**src/rtl/cam_capture_axis_if.sv**
```systemverilog
// AXI4-Stream pixel channel: 16-bit RGB565 data, frame-start on tuser, line-end on tlast.
interface cam_capture_axis_if;
  logic [15:0] tdata;
  logic        tvalid;
  logic        tready;
  logic        tuser;
  logic        tlast;

  modport master (output tdata, output tvalid, output tuser, output tlast, input tready);
  modport slave  (input tdata, input tvalid, input tuser, input tlast, output tready);
endinterface

```
**src/rtl/cam_capture_axis.sv**
```systemverilog
// DVP camera capture: byte pairs -> RGB565 pixels -> FIFO -> AXI4-Stream master.
// Optional CAM_CAPTURE_BYTESWAP_EN: pixel = {second byte, first byte}.
module cam_capture_axis #(
  parameter int unsigned FRAME_WIDTH  = 8,
  parameter int unsigned FRAME_HEIGHT = 4,
  parameter int unsigned FIFO_DEPTH   = 8
) (
  input  logic                pclk,
  input  logic                reset_n,
  input  logic                vsync,
  input  logic                href,
  input  logic [7:0]          data_in,
  cam_capture_axis_if.master  m_axis,
  output logic [7:0]          frame_count,
  output logic                overflow,
  output logic                size_err
);

  localparam int unsigned COL_W = $clog2(FRAME_WIDTH + 2);
  localparam int unsigned ROW_W = $clog2(FRAME_HEIGHT + 2);
  localparam int unsigned PTR_W = $clog2(FIFO_DEPTH);
  localparam int unsigned CNT_W = PTR_W + 1;

  localparam logic [COL_W-1:0] COL_LAST = COL_W'(FRAME_WIDTH - 1);
  localparam logic [COL_W-1:0] COL_FULL = COL_W'(FRAME_WIDTH);
  localparam logic [COL_W-1:0] COL_SAT  = COL_W'(FRAME_WIDTH + 1);
  localparam logic [ROW_W-1:0] ROW_FULL = ROW_W'(FRAME_HEIGHT);
  localparam logic [ROW_W-1:0] ROW_SAT  = ROW_W'(FRAME_HEIGHT + 1);
  localparam logic [CNT_W-1:0] CNT_FULL = CNT_W'(FIFO_DEPTH);

  typedef struct packed {
    logic        user;
    logic        last;
    logic [15:0] data;
  } entry_t;

  typedef enum logic [1:0] {
    WAIT_SYNC,
    IN_SYNC,
    ACTIVE
  } state_t;

  state_t            state_q, state_d;
  logic              href_q, href_d;
  logic              phase_q, phase_d;
  logic [7:0]        hi_q, hi_d;
  logic [COL_W-1:0]  col_q, col_d;
  logic [ROW_W-1:0]  row_q, row_d;
  logic [7:0]        frame_count_q, frame_count_d;
  logic              size_err_q, size_err_d;
  logic              overflow_q, overflow_d;
  logic              pix_valid_q, pix_valid_d;
  entry_t            pix_q, pix_d;

  logic [PTR_W-1:0]  wr_ptr_q, wr_ptr_d;
  logic [PTR_W-1:0]  rd_ptr_q, rd_ptr_d;
  logic [CNT_W-1:0]  count_q, count_d;
  logic              tvalid_q, tvalid_d;
  entry_t            mem_q [FIFO_DEPTH];

  logic [ROW_W-1:0]  row_inc;
  logic              line_bad;
  logic              push;
  logic              pop;
  logic              full;
  entry_t            head;

  // Capture FSM, byte assembly and geometry checking.
  always_comb begin
    state_d       = state_q;
    href_d        = 1'b0;
    phase_d       = phase_q;
    hi_d          = hi_q;
    col_d         = col_q;
    row_d         = row_q;
    frame_count_d = frame_count_q;
    size_err_d    = size_err_q;
    pix_valid_d   = 1'b0;
    pix_d         = pix_q;
    row_inc       = (row_q == ROW_SAT) ? row_q : row_q + ROW_W'(1);
    line_bad      = phase_q || (col_q != COL_FULL);

    case (state_q)
      WAIT_SYNC: begin
        if (vsync) state_d = IN_SYNC;
      end

      IN_SYNC: begin
        row_d   = '0;
        col_d   = '0;
        phase_d = 1'b0;
        if (!vsync) state_d = ACTIVE;
      end

      ACTIVE: begin
        if (vsync) begin
          // A line still open at vsync is closed first, then the frame ends.
          state_d       = IN_SYNC;
          frame_count_d = frame_count_q + 8'd1;
          if (href_q) begin
            if (line_bad || (row_inc != ROW_FULL)) size_err_d = 1'b1;
          end else if (row_q != ROW_FULL) begin
            size_err_d = 1'b1;
          end
        end else if (href) begin
          href_d  = 1'b1;
          phase_d = !phase_q;
          if (!phase_q) begin
            hi_d = data_in;
          end else begin
            col_d = (col_q == COL_SAT) ? col_q : col_q + COL_W'(1);
            if ((col_q >= COL_FULL) || (row_q >= ROW_FULL)) begin
              size_err_d = 1'b1;
            end else begin
              pix_valid_d = 1'b1;
              pix_d.user  = (row_q == '0) && (col_q == '0);
              pix_d.last  = (col_q == COL_LAST);
`ifdef CAM_CAPTURE_BYTESWAP_EN
              pix_d.data  = {data_in, hi_q};
`else
              pix_d.data  = {hi_q, data_in};
`endif
            end
          end
        end else if (href_q) begin
          row_d   = row_inc;
          col_d   = '0;
          phase_d = 1'b0;
          if (line_bad) size_err_d = 1'b1;
        end
      end

      default: state_d = WAIT_SYNC;
    endcase
  end

  // Pixel FIFO; a pop on a full FIFO frees the slot for a same-cycle push.
  always_comb begin
    pop        = tvalid_q && m_axis.tready;
    full       = (count_q == CNT_FULL);
    push       = pix_valid_q && (!full || pop);
    overflow_d = overflow_q || (pix_valid_q && full && !pop);
    wr_ptr_d   = wr_ptr_q;
    rd_ptr_d   = rd_ptr_q;
    count_d    = count_q;
    if (push) wr_ptr_d = wr_ptr_q + PTR_W'(1);
    if (pop)  rd_ptr_d = rd_ptr_q + PTR_W'(1);
    case ({push, pop})
      2'b10:   count_d = count_q + CNT_W'(1);
      2'b01:   count_d = count_q - CNT_W'(1);
      default: count_d = count_q;
    endcase
    tvalid_d = (count_d != '0);
  end

  always_ff @(posedge pclk or negedge reset_n) begin
    if (!reset_n) begin
      state_q       <= WAIT_SYNC;
      href_q        <= 1'b0;
      phase_q       <= 1'b0;
      hi_q          <= '0;
      col_q         <= '0;
      row_q         <= '0;
      frame_count_q <= '0;
      size_err_q    <= 1'b0;
      overflow_q    <= 1'b0;
      pix_valid_q   <= 1'b0;
      pix_q         <= '0;
      wr_ptr_q      <= '0;
      rd_ptr_q      <= '0;
      count_q       <= '0;
      tvalid_q      <= 1'b0;
    end else begin
      state_q       <= state_d;
      href_q        <= href_d;
      phase_q       <= phase_d;
      hi_q          <= hi_d;
      col_q         <= col_d;
      row_q         <= row_d;
      frame_count_q <= frame_count_d;
      size_err_q    <= size_err_d;
      overflow_q    <= overflow_d;
      pix_valid_q   <= pix_valid_d;
      pix_q         <= pix_d;
      wr_ptr_q      <= wr_ptr_d;
      rd_ptr_q      <= rd_ptr_d;
      count_q       <= count_d;
      tvalid_q      <= tvalid_d;
    end
  end

  // Storage needs no reset: occupancy is tracked by the pointers and count.
  always_ff @(posedge pclk) begin
    if (push) mem_q[wr_ptr_q] <= pix_q;
  end

  assign head          = mem_q[rd_ptr_q];
  assign m_axis.tvalid = tvalid_q;
  assign m_axis.tdata  = tvalid_q ? head.data : '0;
  assign m_axis.tuser  = tvalid_q ? head.user : 1'b0;
  assign m_axis.tlast  = tvalid_q ? head.last : 1'b0;
  assign frame_count   = frame_count_q;
  assign overflow      = overflow_q;
  assign size_err      = size_err_q;

endmodule

```
**src/flat_wrapper.sv**
```systemverilog
// flat-port wrapper written by rule: the top's interface ports become plain ports
module cam_capture_axis_flat 
#(
  parameter int unsigned FRAME_WIDTH  = 8,
  parameter int unsigned FRAME_HEIGHT = 4,
  parameter int unsigned FIFO_DEPTH   = 8
)
  (pclk, reset_n, vsync, href, data_in, frame_count, overflow, size_err, m_axis_tdata, m_axis_tvalid, m_axis_tuser, m_axis_tlast, m_axis_tready);
  cam_capture_axis_if m_axis_i ();
  input  logic pclk;
  input  logic reset_n;
  input  logic vsync;
  input  logic href;
  input  logic [7:0] data_in;
  output logic [7:0] frame_count;
  output logic overflow;
  output logic size_err;
  output wire logic [$bits(m_axis_i.tdata)-1:0] m_axis_tdata;
  output wire logic [$bits(m_axis_i.tvalid)-1:0] m_axis_tvalid;
  output wire logic [$bits(m_axis_i.tuser)-1:0] m_axis_tuser;
  output wire logic [$bits(m_axis_i.tlast)-1:0] m_axis_tlast;
  input wire logic [$bits(m_axis_i.tready)-1:0] m_axis_tready;
  assign m_axis_tdata = m_axis_i.tdata;
  assign m_axis_tvalid = m_axis_i.tvalid;
  assign m_axis_tuser = m_axis_i.tuser;
  assign m_axis_tlast = m_axis_i.tlast;
  assign m_axis_i.tready = m_axis_tready;
  cam_capture_axis #(.FRAME_WIDTH(FRAME_WIDTH), .FRAME_HEIGHT(FRAME_HEIGHT), .FIFO_DEPTH(FIFO_DEPTH)) u_core (.pclk(pclk), .reset_n(reset_n), .vsync(vsync), .href(href), .data_in(data_in), .m_axis(m_axis_i), .frame_count(frame_count), .overflow(overflow), .size_err(size_err));
endmodule
```
**config.mk**
```make
export PLATFORM = sky130hd
export DESIGN_NAME = cam_capture_axis_flat
export DESIGN_NICKNAME = d
export VERILOG_FILES = /design/src/rtl/cam_capture_axis_if.sv /design/src/rtl/cam_capture_axis.sv /design/src/flat_wrapper.sv
export SDC_FILE = /design/constraint.sdc
export NUM_CORES = 1
export LEC_CHECK = 0
export CAP_MARGIN = 25
export CORE_MARGIN = 8
export CORE_UTILIZATION = 35
export DETAILED_ROUTE_END_ITERATION = 12
export GPL_TIMING_DRIVEN = 0
export PLACE_DENSITY = 0.56
export RECOVER_POWER = 25
export SLEW_MARGIN = 20
export SYNTH_ARGS = -nofsm -noshare
export SYNTH_HDL_FRONTEND = slang
export SYNTH_SLANG_ARGS = --single-unit
```
**constraint.sdc**
```tcl
create_clock -name pclk -period 3.03 [get_ports pclk]
set_input_delay 0.4545 -clock pclk [delete_from_list [all_inputs] [get_ports pclk]]
set_output_delay 0.4545 -clock pclk [all_outputs]
set_load 0.02 [all_outputs]
```
==> impl_results.md <==
* Sequential Power Share at 0.407
* Leakage at 0.00350 µW
* Synth async-reset ratio at 0.291
* RSZ-0062 raised after global routing: false
* Post-Synthesis Cells at 498
* DIE HEIGHT at 170 µm
* Total power at 8400 µW
* # setup viols final at 0
* Worst path required time at 2.58 ns
* Critical Path Slowest Stage Cell: mux4_2
* Layout cell share with drive strength beyond 1 at 0.195
* Number of synthesized register bits at 203
* Drt initial violations at 273
* Routed via count at 4,403
* Worst rel slew slack at 0.350
* Antenna viol nets, final at 0
* Setup bufs post-CTS at 0
* Worst-path clk slew at 0.06 ns
* Gr busiest metal: met2
* Synthesized Nets at 526
* Fin. max-slew vios at 0
* Largest net degree at the start of global routing at 47
* Final period util at 0.942
* Critical Path Fanout Max at 10
* Mean post-synth cell area at 16.7 µm²
* Achievable Freq at 0.350 GHz
* Crit path largest cell delay at 0.52 ns
* Clock Skew at 0.0135 ns
* Inserted Diodes at 0
* Cell Int Power at 5890 µW
* Core area at 23,400 µm²
* I/O Buffers at 41
* H-tree levels at 1
* DIE AREA at 28,900 µm²
* TritonRoute pass-1 iters at 4
* Max VDD drop at 0.000336 V
* First-pass GRT wire length at 26,900 µm
* Starting density of the core at 0.355
* Min setup slack post-route at 0.176 ns
* Setup WS pre-CTS at -0.114 ns
* Area post-placement at 9230 µm²
* Vias per Instance at 4.88
* Syn. warnings at 0
* CTS tree: yes
* Status: finished clean
* Cts bufs inserted at 22
* Antenna violations before repair at 0
* Clock Root Buffer: clkbuf_16
* CTS sink cnt at 203
* Final nets at 597
* Vias in the first global route at 4,732
* CP startpoint kind: flip-flop
* Ys flop type: edfxtp_1
* Critical Path End Type: output pin
* Met2 Track Usage GR at 0.208
* Ports at 42
* Register area share after synthesis at 0.698
* Placer Congestion at 0.772
* Residual DRC at 0
* Switching Power at 2510 µW
* Slew @ Worst Pin at 0.970 ns
* Area Overhead vs Synth at 20.1%
* DP HPWL at 10,800 µm
* Sw Ratio at 0.299
* WS Path Type: flip-flop to output pin
* Hold Path Class: flip-flop to flip-flop
* Max-Cap Viols at 0
* Drt wl/cell at 18.8 µm
* Clock power frac at 0.315
* Worst path cell trace: buf_6, buf_8, mux4_2, mux2i_1, nor2b_1, dlygate4sd2_1
* Final-report hold violation count at 0
* Finished Cell Area at 9980 µm²
* Met3 Use GR at 0.0222
* Worst skew pair latency at 0.51 ns
* Die width at 170 µm
* Worst hold slack at 0.464 ns
* CTS Buffer Depth at 3
* Period minus WS final at 2.85 ns
* Unique masters post-synth at 49
* GRT Total Usage at 0.121
* CP Data Arrival Time at 2.40 ns
* Logic pwr share at 0.278
* Fin util at 0.426
* Synth Cell Area at 8310 µm²
* Pwr/cell area at 842 nW/µm²
* Post-Route WL at 17,000 µm
* Grt total ovfl at 0
* Rows at 56
* GRT met1 Usage at 0.155
* Number of flops mapped to enable cells by yosys at 144
## routing by layer
layer,share of wire,up-vias
li1,-,2012
met1,0.43,2280
met2,0.50,83
met3,0.049,28
met4,0.020,0
met5,0,-
## Yosys cell counts, types with 3 or more instances
cell type / count / area (µm²)
buf_1: 3 / 11.3
ha_1: 15 / 188
and3_1: 4 / 25.0
nand3_1: 10 / 50.1
nand2_1: 65 / 244
nor2_1: 14 / 52.6
nor2b_1: 20 / 125
xnor2_1: 12 / 105
edfxtp_1: 144 / 4320
nand3b_1: 4 / 30.0
clkbuf_1: 5 / 18.8
mux4_2: 36 / 811
buf_4: 4 / 30.0
a21oi_1: 5 / 25.0
dfrtp_1: 59 / 1480
inv_1: 12 / 45.0
o21ai_0: 6 / 30.0
buf_2: 5 / 25.0
mux2i_1: 20 / 200
mux2_2: 13 / 146
nand2b_1: 3 / 18.8
xor2_1: 4 / 35.0
## registers in the layout (all words and copies together) (netlist names), 2 cells and up
register and flops:
u_core.hi_q 8, u_core.state_q 2, u_core.col_q 4, u_core.pix_q 18
u_core.row_q 3, u_core.wr_ptr_q 3, u_core.frame_count 8, u_core.mem_q 144
u_core.rd_ptr_q 3, u_core.count_q 4
## cells by family (layout without fill, tap and decap cells)
| family | after synthesis | after routing | synth area share |
|---|---|---|---|
| compound gates | 28 | 28 | 0.0237 |
| buf+inv | 30 | 116 | 0.0161 |
| mux | 69 | 69 | 0.139 |
| simple gates | 137 | 137 | 0.0831 |
| flops | 203 | 203 | 0.698 |
| xor+xnor | 16 | 16 | 0.0169 |
| fa+ha+maj | 15 | 15 | 0.0226 |
## metrics by stage
step	TNS, ns	instances
2_1_floorplan	0	498
3_3_place_gp	-198.97	858
3_5_place_dp	-12.31	863
4_1_cts	0	903
5_1_grt	0	903
6_report	0	903
## critical path: cells and delay by family, from the launching register on
family	cells	cell delay (ns)
buf+inv	3	0.73
mux	2	0.73
flops	1	0.37
simple gates	1	0.07
## cells in the final DEF, fill, tap and decap left out, types with 13 or more instances in the layout
cell and instances:
mux4_2 36, mux2_2 13, nand2_1 65, ha_1 15, edfxtp_1 144, nor2b_1 20, mux2i_1 20, dlygate4sd2_1 18
dfrtp_1 59, clkdlybuf4s50_1 22, clkbuf_16 22
## worst paths after layout
check	start	slack, ns	cells after the start	to
max	u_core.rd_ptr_q[0]	0.18	6	m_axis_tdata[11]
max reg2reg	u_core.count_q[0]	0.52	4	u_core.mem_q[2][10]
max in group asynchronous	reset_n	1.66	3	u_core.overflow
min reg2reg	u_core.overflow	0.46	1	u_core.overflow
min in group asynchronous	reset_n	0.62	2	u_core.pix_q[1]
min	u_core.overflow	0.46	1	u_core.overflow
## power groups by stage
stage                     sequential [µW]  combinational, µW  clock, µW
after floorplan                      3450               1560          0
after global placement               3440               2390          0
after detailed placement             3470               2450          0
after CTS                            3410               2410       2700
after global routing                 3450               2550       2820
final                                3420               2330       2650
## layout make-up
class	instances	area [µm²]
plain buffers	17	135
clock buffers	25	562
clock inverters	14	155
fillers	2129	13400
inverters	13	48.8
multi-input cells	265	2430
flip-flops and latches	203	5800
well taps	319	399
repair buffers	47	449
## timing repair
action,in CTS,in global routing
hold buffers,1,0
endpoints found under the hold margin,13,0
endpoints found under the setup margin,18,0
gates resized for setup,35,0
(Power assumes the default switching activity.)
